$ cat src/rtl/mem_fill_arbiter.sv
// Unified-memory port arbiter: grants I-miss > D-store > D-miss and sequences block refills,
// issuing one read per cycle and steering returning words into the missing cache.
module mem_fill_arbiter #(
    parameter int WORDS_PER_BLOCK = 8,
    parameter int MEM_LATENCY     = 4
) (
    input  logic                               clk,
    input  logic                               rst,
    input  logic                               I_miss,
    input  logic [15:0]                        I_addr,
    input  logic                               D_miss,
    input  logic [15:0]                        D_addr,
    input  logic                               D_wr_req,
    input  logic [15:0]                        D_wr_addr,
    input  logic [15:0]                        D_wr_data,
    input  logic [15:0]                        mem_data_out,
    input  logic                               mem_data_valid,
    output logic                               mem_en,
    output logic                               mem_wr,
    output logic [15:0]                        mem_addr,
    output logic [15:0]                        mem_data_in,
    output logic [15:0]                        fill_data,
    output logic [$clog2(WORDS_PER_BLOCK)-1:0] fill_word_idx,
    output logic                               I_fill_we,
    output logic                               D_fill_we,
    output logic                               I_tag_we,
    output logic                               D_tag_we,
    output logic                               wr_ack,
    output logic                               fill_busy
);
    localparam int IDXW = $clog2(WORDS_PER_BLOCK);
    localparam int CW   = IDXW + 1;
    localparam logic [15:0] BLK_MASK = ~16'(2 * WORDS_PER_BLOCK - 1);
    localparam logic [CW-1:0] WPB_C  = CW'(WORDS_PER_BLOCK);
    localparam logic [CW-1:0] LAST_C = CW'(WORDS_PER_BLOCK - 1);

    if ((WORDS_PER_BLOCK & (WORDS_PER_BLOCK - 1)) != 0 || WORDS_PER_BLOCK < 2 || MEM_LATENCY < 1)
    begin : g_param_chk
        $error("mem_fill_arbiter: WORDS_PER_BLOCK must be a power of 2 >= 2, MEM_LATENCY >= 1");
    end

    typedef enum logic [1:0] {S_IDLE, S_WRITE, S_FILL_I, S_FILL_D} state_t;

    state_t          r_state;
    logic [CW-1:0]   r_req_cnt;
    logic [CW-1:0]   r_rcv_cnt;
    logic [15:0]     r_base;

    state_t          w_state_nxt;
    logic            w_load_base;
    logic [15:0]     w_base_nxt;
    logic            w_issue;
    logic            w_recv;
    logic            w_last;

    always_ff @(posedge clk or posedge rst) begin
        if (rst) begin
            r_state   <= S_IDLE;
            r_req_cnt <= '0;
            r_rcv_cnt <= '0;
            r_base    <= '0;
        end else begin
            r_state <= w_state_nxt;
            if (w_load_base)
                r_base <= w_base_nxt;
            // Final word closes the transaction, so both counters restart for the next grant
            if (w_last) begin
                r_req_cnt <= '0;
                r_rcv_cnt <= '0;
            end else begin
                if (w_issue)
                    r_req_cnt <= r_req_cnt + 1'b1;
                if (w_recv)
                    r_rcv_cnt <= r_rcv_cnt + 1'b1;
            end
        end
    end

    always_comb begin
        w_state_nxt   = r_state;
        w_load_base   = 1'b0;
        w_base_nxt    = r_base;
        w_issue       = 1'b0;
        w_recv        = 1'b0;
        w_last        = 1'b0;
        mem_en        = 1'b0;
        mem_wr        = 1'b0;
        mem_addr      = '0;
        mem_data_in   = '0;
        fill_data     = '0;
        fill_word_idx = '0;
        I_fill_we     = 1'b0;
        D_fill_we     = 1'b0;
        I_tag_we      = 1'b0;
        D_tag_we      = 1'b0;
        wr_ack        = 1'b0;
        case (r_state)
            S_IDLE: begin
                if (I_miss) begin
                    w_state_nxt = S_FILL_I;
                    w_load_base = 1'b1;
                    w_base_nxt  = I_addr & BLK_MASK;
                end else if (D_wr_req) begin
                    w_state_nxt = S_WRITE;
                    w_load_base = 1'b1;
                    w_base_nxt  = D_wr_addr & BLK_MASK;
                end else if (D_miss) begin
                    w_state_nxt = S_FILL_D;
                    w_load_base = 1'b1;
                    w_base_nxt  = D_addr & BLK_MASK;
                end
            end
            S_WRITE: begin
                mem_en      = 1'b1;
                mem_wr      = 1'b1;
                mem_addr    = D_wr_addr;
                mem_data_in = D_wr_data;
                wr_ack      = 1'b1;
                w_state_nxt = S_IDLE;
            end
            S_FILL_I, S_FILL_D: begin
                w_issue       = (r_req_cnt < WPB_C);
                mem_en        = w_issue;
                mem_addr      = w_issue ? r_base + (16'(r_req_cnt) << 1) : 16'h0000;
                fill_data     = mem_data_out;
                fill_word_idx = r_rcv_cnt[IDXW-1:0];
                w_recv        = mem_data_valid && (r_rcv_cnt < WPB_C);
                w_last        = w_recv && (r_rcv_cnt == LAST_C);
                I_fill_we     = w_recv && (r_state == S_FILL_I);
                D_fill_we     = w_recv && (r_state == S_FILL_D);
                I_tag_we      = w_last && (r_state == S_FILL_I);
                D_tag_we      = w_last && (r_state == S_FILL_D);
                if (w_last)
                    w_state_nxt = S_IDLE;
            end
            default: w_state_nxt = S_IDLE;
        endcase
    end

    assign fill_busy = (r_state != S_IDLE);

endmodule

$ cat config.mk
export PLATFORM = sky130hd
export DESIGN_NAME = mem_fill_arbiter
export DESIGN_NICKNAME = d
export VERILOG_FILES = /design/src/rtl/mem_fill_arbiter.sv
export SDC_FILE = /design/constraint.sdc
export NUM_CORES = 1
export LEC_CHECK = 0
export ABC_AREA = 0
export ABC_CLOCK_PERIOD_IN_PS = 3200
export BUFFER_PORTS_ARGS = -buffer_cell sky130_fd_sc_hd__buf_2
export CAP_MARGIN = 20
export CORE_AREA = 5 5 69 71
export CTS_BUF_LIST = sky130_fd_sc_hd__clkbuf_2 sky130_fd_sc_hd__clkbuf_4 sky130_fd_sc_hd__clkbuf_8
export DETAILED_ROUTE_END_ITERATION = 16
export DIE_AREA = 0 0 74 76
export PLACE_DENSITY = 0.95
export SKIP_LAST_GASP = 1
export SLEW_MARGIN = 20
export SYNTH_ARGS = -nofsm -noshare
export SYNTH_HDL_FRONTEND = slang
export SYNTH_SLANG_ARGS = --single-unit
$ cat constraint.sdc
create_clock -name clk -period 3.2 [get_ports clk]
set_input_delay 0.32 -clock clk [delete_from_list [all_inputs] [get_ports clk]]
set_output_delay 0.32 -clock clk [all_outputs]
set_load 0.02 [all_outputs]
---- Word level (Yosys, flattened, before mapping) ----
Index checks and enable logic that the tools add are counted.
storage, ports and cells
  register bits ........................... 26
  input port bits ......................... 86
  output and inout port bits .............. 59
  logic and storage cells ................. 59
cells by class
  equality and inequality tests ........... 6
  order comparisons ....................... 2
  multiplexer cells ....................... 30
  add/subtract/negate cells ............... 3
  reductions and logical operators ........ 14
operator list
  cell                 count
  $mux 16              6
  $pmux 16 s2          1
  $add 16x5->16        1
  $mux 4               4
  $mux 1               12
  $add 4x1->4 const B  2
  $lt 4x4->1 const B   2
  $mux 2               4
  $logic_and 1x1->1    6
  $pmux 2 s3           1
  $reduce_bool 2->1    3
  $eq 2x2->1 const B   2
  $eq 4x3->1 const B   1
  $ne 4x4->1 const B   1
  $mux 3               1
  $reduce_and 3->1     1
  $reduce_bool 3->1    1
  $eq 2x1->1 const B   1
  $logic_not 2->1      1
  $ne 2x2->1 const B   1
  $pmux 1 s2           1
  $reduce_and 2->1     1
  $reduce_or 2->1      1

---- Logic depth before layout (Yosys ltp) ----
  word-level depth ........................ 5
  gate-level depth with buffers ........... 6
  mapped depth without buffers ............ 4

---- Worst setup path before layout ----
Ideal clock, no wire load.
  path type ............................... flip-flop to output port
  start ................................... register r_state[1]
  end ..................................... output port mem_addr[14]
  arrival time ............................ 1.373 ns
  buffers on the path ..................... 3
  cell stages (with the launch flop) ...... 7
  path slack .............................. 1.507 ns
  path through ............................ dfrtp_1 -> buf_2 -> nor2b_1 -> buf_2 -> clkbuf_1 -> a21oi_1 -> a21oi_1
between the ends
  word-level cells in the longest chain between the ends .. 3
  elaborated cells on any way between the ends .. 5
  classes of those cells .................. 3 x eq/ne; 1 x mux; 1 x reduce/logical
RTL lines
  element                 line  RTL
  start, declared         44    state_t r_state;
  start signal, assigned  63    r_state <= w_state_nxt;
  $eq 2x2->1              97    case (r_state)
  $reduce_or 2->1         97
  $pmux 16 s2 (*)         97
  end, declared           20    output logic [15:0] mem_addr,
Mark *: on every way between the ends. The rest lies on a longest branch, timed or not.

---- Worst setup path in the final report ----
  start ................................... register r_state[1]
  end ..................................... output port mem_addr[13]
Same word-level chain as after synthesis.

==> metrics.txt <==
status=finished, final reports clean; CTS root buf=clkbuf_8; pre-CTS WS=0.966 ns; met2 routed WL=2.68 mm; fin crit period=2.44 ns; #FFs+latches synth=22; io pins=145; routability cong.=0.729; PortBufs=136; Synth area leader=dfrtp_1; NumNets Final=399; PwrDens=687 nW/um^2; Clock Sinks=22; Hold Buf Count CTS=0; crit end category=output pin; Remaining DRCs=0; maximum VDD drop=0.324 mV; Total GRT Usage=17.5%; die width=74 microns; CTS resizes=0; TritonCTS clock tree=built; Core Area=4170 sq um; Final WS setup=0.762 ns; P_leak=1.38 nW; DRT antenna net count=0; CTS H-Tree Depth=1; Cells after Synth=184; RSZ-0062 raised after global routing=false; syn_nets=272; setup TNS=0 ns; Clock Skews=0.00250 ns; largest net degree at the start of global routing=28; initial antenna violation count=0; Die ar.=5620 sq um; Synth Area in Compound Gates=15.9%; Clk pin slew, worst setup/hold paths=0.08 ns; worst-path maximum fanout=27; HPWL Detailed=4.11 mm; post-synthesis adder-cell area fraction=1.48%; Post-Syn Area=1700 sq um; kind of critical path=reg2out; count of flip-flops with a built-in enable after synthesis=0; crit path DAT=2.12 ns; Worst Setup SP=r_state[1]; area fraction of the dominant cell type after synthesis=32.5%; placed cell count=358; die height=76 microns; Post-Synth XOR/XNOR Area=1.55%; Setup Viol. Count Final=0; Final Hold Vio Count=0; drt pass-1 iters=4; prevailing post-synth register cell=dfrtp_1; postcts setup bufs=0; period utilization=76.2%; Starting Density=40.6%; crit-path cells=nor2b_2, buf_4, a22o_1, buf_2; Crit path largest cell delay=0.63 ns; Worst-Margin Slew=0.869 ns; register area share after synthesis=32.5%; share of cells above drive strength 1=51.0%; slew margin rel.=41.9%; Req. time, crit path=2.88 ns; YS warnings=0; main area contributors after synthesis=dfrtp_1 32%, and2_1 13%, mux2_4 8.9%; GRT overflow=0; main combinational cell family by area after synthesis=simple AND/OR/NAND/NOR gates; Max Slew Vio Count=0; synth unique cells=32; number of global-route vias before repair=1,809; MaxCap Viol Count=0; insertion delay to the later sink of the worst-skew pair=0.26 ns; Bufs and invs on worst path=2; Synth Area in Simple Gates=23.8%; Routed WL per cell=14.4 microns; vias per cell=4.89; critical path launch point type=register; row count=24; HP Class=in2async; first-pass GRT wire length=8.09 mm; Slowest-stage cell, CP=dfrtp_1; Num CTS Buffers=3; post-synthesis mux area share=17.9%; worst r2r src=r_state[1]; highest clock rate=410 MHz; Avg Inst Size Synth=9.21 sq um; final std cells w/o fill=362; First DRT Iteration DRCs=36; ANT cells=0; DRT Wirelength=5.20 mm; Metal-1 WL=1.88 mm; met3 WL post-DR=614 microns; top routing layer in use=met4; fraction of registers with async set/reset=100%; area grow syn2layout=42.1%; via count=1,769; Max Root-Sink Buffers=2; crit-path leading delay family=flip-flops
==> cell type report <==
cell class	instances	area, sq um
tap	52	65.1
clock buffer	4	55.1
fill	382	1760
timing repair buffer	138	696
inverter	4	15.0
sequential	22	551
multi-input combinational	142	1030
==> layout by cell type, fill, tap and decap left out, types with 2 or more instances in the layout <==
| cell | instances |
|---|---|
| dfrtp_1 | 22 |
| o21ai_0 | 15 |
| mux2i_1 | 13 |
| nand2_1 | 20 |
| ha_1 | 2 |
| xnor2_1 | 2 |
| and2_1 | 36 |
| clkbuf_8 | 4 |
| mux2_2 | 2 |
| a22o_1 | 14 |
| nor3_1 | 2 |
| buf_4 | 2 |
| buf_2 | 136 |
| mux2_4 | 10 |
| nand3b_1 | 2 |
| nor2_1 | 8 |
| a21oi_1 | 4 |
| inv_1 | 3 |
==> cells in the mapped netlist (2+ instances only) <==
| library cell | instances |
|---|---|
| a21oi_1 | 4 |
| a22o_1 | 14 |
| and2_1 | 36 |
| buf_2 | 7 |
| buf_4 | 3 |
| clkbuf_1 | 4 |
| dfrtp_1 | 22 |
| ha_1 | 2 |
| inv_1 | 3 |
| mux2_2 | 2 |
| mux2_4 | 10 |
| mux2i_1 | 13 |
| nand2_1 | 20 |
| nand3b_1 | 2 |
| nor2_1 | 8 |
| nor2b_1 | 2 |
| nor3_1 | 2 |
| o21ai_0 | 15 |
| xnor2_1 | 2 |
==> path summary, 6_finish.rpt <==
kind	end	slack [ns]	cells after the start
setup / recovery	mem_addr[13]	0.76	4
setup reg to reg	r_base[14]	1.46	3
min in group clk	r_base[15]	0.40	4
max in group asynchronous	r_base[7]	2.46	2
hold / removal	r_req_cnt[0]	0.22	2
hold reg to reg	r_base[13]	0.52	1
==> registers in the layout, summed over array words and instances (netlist names) <==
name       count
r_base        12
r_rcv_cnt      4
r_req_cnt      4
r_state        2
==> through the flow <==
step / total power, mW / hold slack [ns] / util, % / instance area [sq um]
floorplan: 1.19 / 0.309 / - / 1700
global placement: 1.43 / 0.483 / 56.4 / 2350
detailed placement: 1.47 / 0.498 / 56.4 / 2350
CTS: 1.67 / 0.253 / 57.7 / 2410
global route: 1.77 / 0.301 / 57.7 / 2410
finish: 1.66 / 0.218 / 57.7 / 2410
==> worst register-to-register path, cell delays in order (launching register included) <==
cell and delay [ns]:
dfrtp_1 0.77, inv_2 0.15, o311ai_4 0.29, mux2_2 0.43
==> power by group <==
group	switching, mW	leakage [nW]	internal, mW
Sequential	0.137	0.262	0.414
Combinational	0.481	1.09	0.425
Clock	0.0897	0.0288	0.110
Total	0.708	1.38	0.948
==> metal layers <==
layer | GRT usage, % | vias up
met1 | 20.1 | 791
met3 | 2.77 | 4
met4 | 2.72 | 0
met5 | 0 | -
li1 | - | 884
met2 | 33.2 | 90
==> kinds of logic (layout without fill, tap and decap cells) <==
family / after synthesis / in the layout
mux: 25 / 25
flops: 22 / 22
simple gates: 75 / 75
xor+xnor: 3 / 3
compound gates: 37 / 37
buf+inv: 20 / 146
fa+ha+maj: 2 / 2
No activity file was read; power rests on OpenSTA's default activity.
